**src/rtl/leg_mem_pkg.sv**
```systemverilog
// Shared types for the LEG core memory path:
// requester IDs and the BRAM arbiter state encoding.
package leg_mem_pkg;

  typedef enum logic [0:0] {
    REQ_IFETCH = 1'b0,
    REQ_LSU    = 1'b1
  } req_id_e;

  typedef enum logic [1:0] {
    ARB   = 2'd0,
    LOCK0 = 2'd1,
    LOCK1 = 2'd2
  } arb_state_e;

endpackage

```
**src/rtl/rr_arb2.sv**
```systemverilog
// Two-way round-robin grant: under contention the
// pointer's requester wins, otherwise the lone valid one.
module rr_arb2
  import leg_mem_pkg::*;
(
  input  logic [1:0] valid_i,
  input  logic       ptr_i,
  output logic [1:0] gnt_o
);

  always_comb begin
    gnt_o = 2'b00;
    case (valid_i)
      2'b01:   gnt_o = 2'b01;
      2'b10:   gnt_o = 2'b10;
      2'b11:   gnt_o = ptr_i ? 2'b10 : 2'b01;
      default: gnt_o = 2'b00;
    endcase
  end

endmodule

```
**src/rtl/bram_arbiter.sv**
```systemverilog
// Shares one BRAM port between instruction fetch and
// load/store, with round-robin, lock and read routing.
module bram_arbiter
  import leg_mem_pkg::*;
#(
  parameter int DATA_WIDTH = 32,
  parameter int ADDR_WIDTH = 10
) (
  input  logic                  i_clk,
  input  logic                  i_rst,
  input  logic                  i_req0_valid,
  input  logic                  i_req0_write,
  input  logic [ADDR_WIDTH-1:0] i_req0_addr,
  input  logic [DATA_WIDTH-1:0] i_req0_data,
  input  logic                  i_req0_lock,
  output logic                  o_req0_ready,
  output logic                  o_rsp0_valid,
  output logic [DATA_WIDTH-1:0] o_rsp0_data,
  input  logic                  i_req1_valid,
  input  logic                  i_req1_write,
  input  logic [ADDR_WIDTH-1:0] i_req1_addr,
  input  logic [DATA_WIDTH-1:0] i_req1_data,
  input  logic                  i_req1_lock,
  output logic                  o_req1_ready,
  output logic                  o_rsp1_valid,
  output logic [DATA_WIDTH-1:0] o_rsp1_data,
  output logic [ADDR_WIDTH-1:0] o_mem_addr,
  output logic [DATA_WIDTH-1:0] o_mem_data,
  output logic                  o_mem_write,
  input  logic [DATA_WIDTH-1:0] i_mem_data
);

  arb_state_e state_q;
  req_id_e    ptr_q;
  req_id_e    owner_q;
  logic       pend_q;

  logic [1:0] vld;
  logic [1:0] arb_gnt;
  logic [1:0] gnt;

  assign vld = {i_req1_valid, i_req0_valid};

  rr_arb2 u_rr (
    .valid_i (vld),
    .ptr_i   (ptr_q),
    .gnt_o   (arb_gnt)
  );

  // A lock restricts the grant to its holder only.
  always_comb begin
    gnt = 2'b00;
    unique case (state_q)
      ARB:     gnt = arb_gnt;
      LOCK0:   gnt = {1'b0, vld[0]};
      LOCK1:   gnt = {vld[1], 1'b0};
      default: gnt = 2'b00;
    endcase
    if (i_rst) gnt = 2'b00;
  end

  assign o_req0_ready = gnt[0];
  assign o_req1_ready = gnt[1];

  always_comb begin
    o_mem_addr  = '0;
    o_mem_data  = '0;
    o_mem_write = 1'b0;
    if (gnt[0]) begin
      o_mem_addr  = i_req0_addr;
      o_mem_data  = i_req0_data;
      o_mem_write = i_req0_write;
    end else if (gnt[1]) begin
      o_mem_addr  = i_req1_addr;
      o_mem_data  = i_req1_data;
      o_mem_write = i_req1_write;
    end
  end

  always_ff @(posedge i_clk) begin
    if (i_rst) begin
      state_q <= ARB;
      ptr_q   <= REQ_IFETCH;
      owner_q <= REQ_IFETCH;
      pend_q  <= 1'b0;
    end else begin
      pend_q  <= (gnt[0] & ~i_req0_write)
               | (gnt[1] & ~i_req1_write);
      owner_q <= gnt[1] ? REQ_LSU : REQ_IFETCH;
      unique case (state_q)
        ARB: begin
          if (gnt[0]) begin
            if (&vld) ptr_q <= REQ_LSU;
            if (i_req0_lock) state_q <= LOCK0;
          end else if (gnt[1]) begin
            if (&vld) ptr_q <= REQ_IFETCH;
            if (i_req1_lock) state_q <= LOCK1;
          end
        end
        LOCK0: begin
          if (!vld[0]) begin
            state_q <= ARB;
          end else if (!i_req0_lock) begin
            state_q <= ARB;
            ptr_q   <= REQ_LSU;
          end
        end
        LOCK1: begin
          if (!vld[1]) begin
            state_q <= ARB;
          end else if (!i_req1_lock) begin
            state_q <= ARB;
            ptr_q   <= REQ_IFETCH;
          end
        end
        default: state_q <= ARB;
      endcase
    end
  end

  assign o_rsp0_valid = pend_q & (owner_q == REQ_IFETCH);
  assign o_rsp1_valid = pend_q & (owner_q == REQ_LSU);
  assign o_rsp0_data  = i_mem_data;
  assign o_rsp1_data  = i_mem_data;

endmodule

```
**config.mk**
```make
export PLATFORM = sky130hd
export DESIGN_NAME = bram_arbiter
export DESIGN_NICKNAME = d
export VERILOG_FILES = /design/src/rtl/leg_mem_pkg.sv /design/src/rtl/rr_arb2.sv /design/src/rtl/bram_arbiter.sv
export SDC_FILE = /design/constraint.sdc
export NUM_CORES = 1
export LEC_CHECK = 0
export CELL_PAD_IN_SITES_DETAIL_PLACEMENT = 2
export CELL_PAD_IN_SITES_GLOBAL_PLACEMENT = 2
export CORE_UTILIZATION = 10
export DETAILED_ROUTE_END_ITERATION = 8
export MAX_ROUTING_LAYER = met4
export PLACE_DENSITY = 0.95
export RECOVER_POWER = 50
export SLEW_MARGIN = 20
export SYNTH_ARGS = -nofsm -noshare
export SYNTH_HDL_FRONTEND = slang
export SYNTH_SLANG_ARGS = --single-unit
```
**constraint.sdc**
```tcl
create_clock -name i_clk -period 6.2 [get_ports i_clk]
set_input_delay 1.86 -clock i_clk [delete_from_list [all_inputs] [get_ports i_clk]]
set_output_delay 1.86 -clock i_clk [all_outputs]
set_load 0.1 [all_outputs]
```
==> results.sh, run 1 <==
export IMPL_drv_slew=0
export IMPL_power_density_nw_per_um2=236.4
export IMPL_period_needed_ns=5.681
export IMPL_grt_overflow_total=0
export IMPL_num_rows=42
export IMPL_path_clk_slew_ns=0.03
export IMPL_postCtsSetupRepairBufs=0
export IMPL_p_sw_uw=361.5
export IMPL_clk_latency_ns=0.23
export IMPL_antenna_found_initial=0
export IMPL_switching_share_pct=51.86
export IMPL_slew_headroom_pct=33.03
export IMPL_dieArea_um2=14030
export IMPL_n_fill_cell=1484
export IMPL_min_path_type="reg -> reg"
export IMPL_antenna_left=0
export IMPL_postCtsResizedCells=0
export IMPL_yosys_warnings=0
export IMPL_drv_cap=0
export IMPL_intPower_uw=335.6
export IMPL_cp_common_cell="buf_12"
export IMPL_avgSynthCellArea_um2=8.073
export IMPL_cts_root_buf="clkbuf_16"
export IMPL_die_w_um=118.5
export IMPL_grt_max_degree=45
export IMPL_postPlaceCellArea_um2=2879
export IMPL_grt_setup_unrepaired="false"
export IMPL_async_flop_share_pct=0
export IMPL_numPortBuffers=138
export IMPL_clock_power_share_pct=15.2
export IMPL_p_leak_nw=1.112
export IMPL_p_comb_share_pct=79.0
export IMPL_first_pass_iters=4
export IMPL_cp_max_fo=44
export IMPL_io_pins=235
export IMPL_syn_inst=168
export IMPL_cts_sinks=5
export IMPL_hold_viol_final=0
export IMPL_yosys_area_top_type_share_pct=35.42
export IMPL_finalClockSkew_ns=0.001827
export IMPL_die_height_um=118.5
export IMPL_design_area_um2=2949
export IMPL_gp_congestion=0.8542
export IMPL_max_freq_ghz=0.1760
export IMPL_routed_wl_um=6656
export IMPL_dp_slack_ns=0.6250
export IMPL_cp_slowest_cell="dlygate4sd3_1"
export IMPL_cp_depth=7
export IMPL_nNetsFinal=368
export IMPL_hold_slack_ns=0.5769
export IMPL_yosys_register_bits=5
export IMPL_area_growth_pct=117.4
export IMPL_start_kind="input pin"
export IMPL_drc=0
export IMPL_htreeDepth=1
export IMPL_core_um2=13240
export IMPL_via_per_inst=3.595
export IMPL_finalSetupViolCount=0
export IMPL_synth_edff_count=0
export IMPL_wl_per_cell_um=16.04
export IMPL_synthDistinctLibCells=33
export IMPL_crit_required_ns=4.34
export IMPL_path_cells="dlygate4sd3_1, nor3b_1, o21ai_1, clkinv_1, buf_12, a22o_1, buf_12"
export IMPL_holdPathStages=2
export IMPL_fin_crit_sh_pct=91.62
export IMPL_synth_main_ff_cell="dfxtp_1"
export IMPL_synth_top_area_cell="buf_4"
export IMPL_cts_tree="yes"
export IMPL_ff2ff_path_depth=6
export IMPL_grt_pass1_wl_um=9770
export IMPL_cts_made_buffers=3
export IMPL_crit_path_max_incr_delay_ns=0.64
export IMPL_worst_pin_slew_ns=1.001
export IMPL_syn_num_nets=296
export IMPL_fin_ws_ns=0.5193
export IMPL_clock_path_buffers=2
export IMPL_synth_cell_area_um2=1356
export IMPL_worstSetupPathType="in -> out"
export IMPL_start_util_pct=10.24
export IMPL_vias=1492
export IMPL_first_global_vias=1686
export IMPL_crit_family="buffers and inverters"
export IMPL_crit_path_end_kind="output port"
export IMPL_dp_hpwl_um=5696
export IMPL_drtIter0Drc=54
export IMPL_synth_yosys_seq_area_share_pct=7.380
export IMPL_peakVddDrop_v=0.0001027
export IMPL_critPathBufInv=4
export IMPL_cts_hold_buf=0
export IMPL_antenna_cells=0
export IMPL_outcome="completed"
export IMPL_fin_total_pwr_uw=697.1
export IMPL_cp_arrival_ns=3.82
export IMPL_track_usage_pct=9.151
export IMPL_drive_gt1_share_pct=21.76
export IMPL_pwr_share_seq_pct=5.7
export IMPL_tns_ns=0
export IMPL_synthTopCellsByArea="buf_4 35%, a22o_1 28%, dfxtp_1 7.4%, buf_6 4.2%, ha_1 3.7%"
area by class of cell:
class / instances / area, µm² / share of cell area (%)
clock buffer: 4 / 78.83 / 2.673
inverter: 4 / 15.01 / 0.5091
multi-input combinational: 86 / 675.6 / 22.91
sequential: 5 / 100.1 / 3.394
tap: 176 / 220.2 / 7.467
timing repair buffer: 140 / 1859 / 63.05
power groups by stage:
stage          combinational, mW  clock, mW  sequential [mW]
3_5_place_dp               0.556          0           0.0406
3_3_place_gp               0.544          0           0.0400
2_1_floorplan              0.521          0           0.0394
4_1_cts                    0.557      0.109           0.0401
5_1_grt                    0.567      0.111           0.0404
6_report                   0.551      0.106           0.0399
logic make-up after synthesis:
family	after synthesis	share of synthesized area [%]
buf+inv	77	42.16
compound gates	60	37.18
simple gates	22	9.595
flops	5	7.380
fa+ha+maj	4	3.690
layout by cell type, fill, tap and decap left out, types with 2 or more instances in the layout:
cell and count:
nand2_1 2, nand3_1 4, ha_1 4, clkbuf_16 3, buf_12 46, a22o_1 43, or2b_1 2, dfxtp_1 5
a21oi_1 5, clkdlybuf4s50_1 92, nor2_1 5, nand2b_1 2, inv_1 3
registers in the layout, indices dropped and copies added, names as in the netlist:
register and count:
owner_q 1, state_q 2, pend_q 1, ptr_q 1
metrics by stage:
| stage | cells | util, % |
|---|---|---|
| floorplan | 168 | - |
| global placement | 411 | 21.74 |
| detailed placement | 411 | 21.74 |
| CTS | 415 | 22.34 |
| global route | 415 | 22.27 |
| finish | 415 | 22.27 |
cell usage after synthesis (3+ instances only):
library cell,instances
nor2_1,5
ha_1,4
dfxtp_1,5
nand3_1,4
inv_1,3
buf_4,64
buf_6,5
a22o_1,43
buf_2,4
a21oi_1,4
tightest hold or removal path: cells and delay by family (launching register included):
kind,cells,cell delay [ns]
flops,1,0.31
buf+inv,1,0.11
compound gates,1,0.09
worst paths after layout:
check / slack (ns) / end / from
setup / recovery: 0.52 / o_mem_data[15] / i_req0_valid
setup reg to reg: 4.28 / ptr_q / state_q[0]
hold / removal: 0.58 / state_q[1] / state_q[1]
hold reg to reg: 0.58 / state_q[1] / state_q[1]
routing by layer:
layer	GRT usage (%)	vias up	part of all wire (%)
li1	-	695	-
met5	-	-	0
met4	1.661	0	0.95
met2	17.13	100	52
met3	3.137	11	10
met1	9.216	686	37
Power figures use the tool's default switching activity.
==> inputs of run 2 (changes only) <==
--- a/config.mk
+++ b/config.mk
@@ -6,4 +6,5 @@
 export NUM_CORES = 1
 export LEC_CHECK = 0
+export ABC_CLOCK_PERIOD_IN_PS = 6200
 export CELL_PAD_IN_SITES_DETAIL_PLACEMENT = 2
 export CELL_PAD_IN_SITES_GLOBAL_PLACEMENT = 2
==> constraint.sdc (replaced) <==
create_clock -name i_clk -period 6.2 [get_ports i_clk]
set_input_delay 1.86 -clock i_clk [delete_from_list [all_inputs] [get_ports i_clk]]
set_output_delay 1.86 -clock i_clk [all_outputs]
set_load 0.01 [all_outputs]
==> run 2 against run 1 <==
Clock skew is 0.00092 ns higher. Setup slack worse by 0.30 ns. Largest power group unchanged. Final area is 15% lower. Global-route usage is 0.14 points lower. First-iteration DRC count is 70% lower. Sequential share of layout area is 0.61 points higher.
==> results.sh, run 2 (same netlist as run 1, synthesis figures left out) <==
export IMPL_first_pass_iters=4
export IMPL_r2r_end="ptr_q"
export IMPL_critPathLaunch="i_req0_valid"
export IMPL_cp_arrival_ns=4.12
export IMPL_path_clk_slew_ns=0.03
export IMPL_hold_viol_final=0
export IMPL_r2r_slack_ns=4.21
export IMPL_cts_sinks=5
export IMPL_track_usage_pct=9.014
export IMPL_slew_headroom_pct=68.63
export IMPL_first_global_vias=1769
export IMPL_design_area_um2=2502
export IMPL_worst_pin_slew_ns=0.4706
export IMPL_largest_reg_flops=2
export IMPL_grt_setup_unrepaired="false"
export IMPL_wl_per_cell_um=15.42
export IMPL_power_density_nw_per_um2=155.6
export IMPL_dieArea_um2=14030
export IMPL_grt_max_degree=45
export IMPL_fin_crit_sh_pct=96.51
export IMPL_tns_ns=0
export IMPL_clock_path_buffers=2
export IMPL_dp_hpwl_um=5382
export IMPL_die_w_um=118.5
export IMPL_layout_common_cells="136 x clkdlybuf4s50_1, 43 x a22o_1, 5 x a21oi_1, 5 x nor2_1, 5 x dfxtp_1"
export IMPL_cts_tree="yes"
export IMPL_grt_overflow_total=0
export IMPL_via_per_inst=3.629
export IMPL_worstSetupPathType="in -> out"
export IMPL_area_growth_pct=84.50
export IMPL_start_kind="input pin"
export IMPL_num_rows=42
export IMPL_core_um2=13240
export IMPL_final_common_cell="clkdlybuf4s50_1"
export IMPL_min_path_type="reg -> reg"
export IMPL_htreeDepth=1
export IMPL_drv_cap=0
export IMPL_gp_congestion=0.8621
export IMPL_period_needed_ns=5.983
export IMPL_nNetsFinal=368
export IMPL_r2r_start="state_q[0]"
export IMPL_peakVddDrop_v=0.0002084
export IMPL_drc=0
export IMPL_crit_path_end="o_mem_data[10]"
export IMPL_die_height_um=118.5
export IMPL_finalSetupViolCount=0
export IMPL_cts_made_buffers=3
export IMPL_antenna_cells=0
export IMPL_numPortBuffers=138
export IMPL_ff2ff_path_depth=6
export IMPL_p_leak_nw=0.8962
export IMPL_routed_wl_um=6399
export IMPL_cts_root_buf="clkbuf_16"
export IMPL_finalClockSkew_ns=0.002742
export IMPL_grt_pass1_wl_um=9653
export IMPL_antenna_found_initial=0
export IMPL_n_fill_cell=1541
export IMPL_start_util_pct=10.24
export IMPL_cts_hold_buf=0
export IMPL_crit_path_end_kind="output port"
export IMPL_max_freq_ghz=0.1671
export IMPL_io_pins=235
export IMPL_fin_total_pwr_uw=389.4
export IMPL_vias=1506
export IMPL_drtIter0Drc=16
export IMPL_postPlaceCellArea_um2=2429
export IMPL_clk_latency_ns=0.23
export IMPL_antenna_left=0
export IMPL_crit_required_ns=4.34
export IMPL_top_register="state_q"
export IMPL_drive_gt1_share_pct=2.929
export IMPL_drv_slew=0
export IMPL_outcome="completed"
export IMPL_cp_max_fo=43
-- run 2: changes by cell type in the layout (fill, tap and decap cells not counted), sizes merged --
cell and delta:
buf -45, dlygate4sd3 +1, clkdlybuf4s50 +44
-- run 2: worst min-delay path by stage --
stage	start	to	slack, ns	cells past startpoint
final	state_q[1]	state_q[1]	0.58	2
after global routing	state_q[1]	state_q[1]	0.62	2
after CTS	state_q[1]	state_q[1]	0.60	2
after detailed placement	state_q[1]	state_q[1]	0.59	2
after global placement	ptr_q	ptr_q	0.55	2
after floorplan	state_q[1]	state_q[1]	0.50	2
-- run 2: where the power goes --
group / switching (mW) / total (mW) / leakage, nW / internal [mW]
logic: 0.0976 / 0.244 / 0.817 / 0.147
registers: 0.00334 / 0.0400 / 0.0410 / 0.0366
clock network: 0.0201 / 0.105 / 0.0382 / 0.0851
total: 0.121 / 0.389 / 0.896 / 0.268
-- run 2: critical path, cell delays in order --
cell and delay, ns:
clkdlybuf4s50_1 0.51, nand2b_1 0.12, a21oi_1 0.14, nor2_2 0.22, o21a_1 0.17, buf_6 0.32, a22o_1 0.20, clkdlybuf4s50_1 0.57
-- run 2: metrics by stage --
step           util, %  instances  hold slack [ns]  setup slack [ns]
3_3_place_gp     18.34        411           0.5462            0.2382
6_report         18.90        415           0.5839            0.2166
2_1_floorplan        -        168           0.5042             1.469
4_1_cts          18.93        415           0.5956           0.08444
3_5_place_dp     18.34        411           0.5852           0.08754
5_1_grt          18.90        415           0.6155           0.06643
-- run 2: timing repair --
| item | CTS | global route |
|---|---|---|
| gates resized for setup | 0 | 1 |
| buffers inserted | 0 | 0 |
| setup endpoints to repair | 0 | 38 |
-- run 2: area by class of cell --
cell class | count | area, µm² | share of cell area (%)
tap | 176 | 220.2 | 8.800
clock buffer | 4 | 78.83 | 3.150
timing repair buffer | 140 | 1413 | 56.45
inverter | 4 | 15.01 | 0.6000
multi-input combinational | 86 | 675.6 | 27.00
sequential | 5 | 100.1 | 4.000
-- run 2: routing by layer --
layer  track usage, %  part of all wire, %  vias up
met1            8.250                   36      701
met2            17.35                   52       96
met5                -                    0        -
met4            2.769                  2.0        0
met3            3.137                   10       13
li1                 -                    -      696
==> inputs of run 3 (changes only) <==
Settings changed: ABC_CLOCK_PERIOD_IN_PS 6200 to 6500, SKIP_LAST_GASP set to 1.
Clock period 6.2 ns to 6.5 ns, I/O delays scaled along.
==> run 3 against run 2 <==
Register-to-register slack improved by 0.32 ns. Utilization rose by 0.12 points. First-iteration DRC count rose by 56%. Cell count rose by 0.24%. Global-route usage rose by 0.15 points. Sequential power fell by 4%. Largest cell class unchanged. Largest power group unchanged. Highest routed layer unchanged.
==> results.sh, run 3 (same netlist as run 1, synthesis figures left out) <==
export IMPL_intPower_uw=257.4
export IMPL_gr_usage_met3_pct=2.992
export IMPL_grt_overflow_total=0
export IMPL_grt_max_degree=44
export IMPL_drv_cap=0
export IMPL_met1_usage_pct=9.272
export IMPL_drc=0
export IMPL_die_w_um=118.5
export IMPL_vias=1548
export IMPL_postPlaceCellArea_um2=2449
export IMPL_grt_pass1_wl_um=9791
export IMPL_cts_made_buffers=3
export IMPL_antenna_left=0
export IMPL_track_usage_pct=9.161
export IMPL_path_clk_slew_ns=0.03
export IMPL_numPortBuffers=138
export IMPL_grt_setup_unrepaired="false"
export IMPL_n_fill_cell=1516
export IMPL_wl_per_cell_um=15.27
export IMPL_use_met2_pct=16.29
export IMPL_multi_input_area_um2=675.6
export IMPL_finalClockSkew_ns=0.003250
export IMPL_p_leak_nw=0.9032
export IMPL_slew_headroom_pct=68.27
export IMPL_max_freq_ghz=0.1608
export IMPL_r2r_slack_ns=4.53
export IMPL_switching_share_pct=31.29
export IMPL_via_per_inst=3.721
export IMPL_hold_viol_final=0
export IMPL_gr_max_usage_layer="met2"
export IMPL_crit_path_end_kind="output port"
export IMPL_clk_latency_ns=0.23
export IMPL_drv_slew=0
export IMPL_cts_root_buf="clkbuf_16"
export IMPL_num_rows=42
export IMPL_outcome="completed"
export IMPL_drtIter0Drc=25
export IMPL_pwr_share_seq_pct=10.2
export IMPL_start_kind="input pin"
export IMPL_start_util_pct=10.24
export IMPL_clock_path_buffers=2
export IMPL_dieArea_um2=14030
export IMPL_cts_tree="yes"
export IMPL_htreeDepth=1
export IMPL_largest_reg_flops=2
export IMPL_io_pins=235
export IMPL_area_growth_pct=85.70
export IMPL_top_register="state_q"
export IMPL_cts_sinks=5
export IMPL_tns_ns=0
export IMPL_peakVddDrop_v=0.00008791
export IMPL_postCtsResizedCells=0
export IMPL_crit_required_ns=4.55
export IMPL_postCtsSetupRepairBufs=0
export IMPL_first_pass_iters=4
export IMPL_layout_common_cells="136 x clkdlybuf4s50_1, 43 x a22o_1, 5 x a21oi_1, 5 x nor2_1, 5 x dfxtp_1"
export IMPL_die_height_um=118.5
export IMPL_cp_max_fo=35
export IMPL_hold_slack_ns=0.5662
export IMPL_nNetsFinal=369
export IMPL_worstSetupPathType="in -> out"
export IMPL_design_area_um2=2519
export IMPL_cp_arrival_ns=4.27
export IMPL_p_comb_share_pct=62.5
export IMPL_dp_hpwl_um=5463
export IMPL_routed_wl_um=6352
export IMPL_drive_gt1_share_pct=3.333
export IMPL_p_sw_uw=117.3
export IMPL_core_um2=13240
export IMPL_final_common_cell="clkdlybuf4s50_1"
export IMPL_fin_crit_sh_pct=95.69
export IMPL_worst_pin_slew_ns=0.4760
export IMPL_min_path_type="reg -> reg"
export IMPL_gp_congestion=0.7827
export IMPL_antenna_found_initial=0
export IMPL_antenna_cells=0
export IMPL_period_needed_ns=6.220
export IMPL_ff_latch_area_um2=100.1
export IMPL_first_global_vias=1736
export IMPL_cts_hold_buf=0
export IMPL_finalSetupViolCount=0
export IMPL_power_density_nw_per_um2=148.8
export IMPL_clock_power_share_pct=27.3
## run 3: changes by cell type in the layout (fill, tap and decap cells not counted), sizes merged
cell	delta
buf	+1
## run 3: stage by stage
step	std cells	power [mW]	util [%]	setup slack, ns
detailed placement	412	0.2774	18.49	0.2034
finish	416	0.3747	19.02	0.2803
global placement	412	0.2670	18.49	0.3243
CTS	416	0.3832	19.09	0.2029
global route	416	0.3983	19.02	0.08556
floorplan	168	0.1771	-	1.589
## run 3: power groups by stage
stage,clock network [mW],logic [mW],registers (mW)
5_1_grt,0.108,0.251,0.0390
4_1_cts,0.106,0.239,0.0384
3_3_place_gp,0,0.229,0.0383
6_report,0.102,0.234,0.0384
3_5_place_dp,0,0.239,0.0389
2_1_floorplan,0,0.140,0.0376
## run 3: layout make-up
type                    instances  area share, %
repair buffers                141          56.73
flip-flops and latches          5          3.974
well taps                     176          8.743
clock buffers                   4          3.130
inverters                       4         0.5961
multi-input cells              86          26.83
## run 3: critical path, stage by stage
cell	delay, ns
clkdlybuf4s50_1	0.60
nor3b_1	0.11
o21ai_1	0.19
clkinv_1	0.37
buf_12	0.29
a22o_1	0.25
clkdlybuf4s50_1	0.49
## run 3: worst paths after layout
check,from,endpoint,depth (start not counted)
max,i_rst,o_mem_addr[4],7
min,state_q[1],state_q[1],2
max reg2reg,state_q[0],ptr_q,6
min reg2reg,state_q[1],state_q[1],2
## run 3: per-layer routing
metal	wire (µm)	vias to the layer above
li1	-	702
met1	2338	728
met2	3247	99
met3	563	19
met4	202	0
met5	0	-
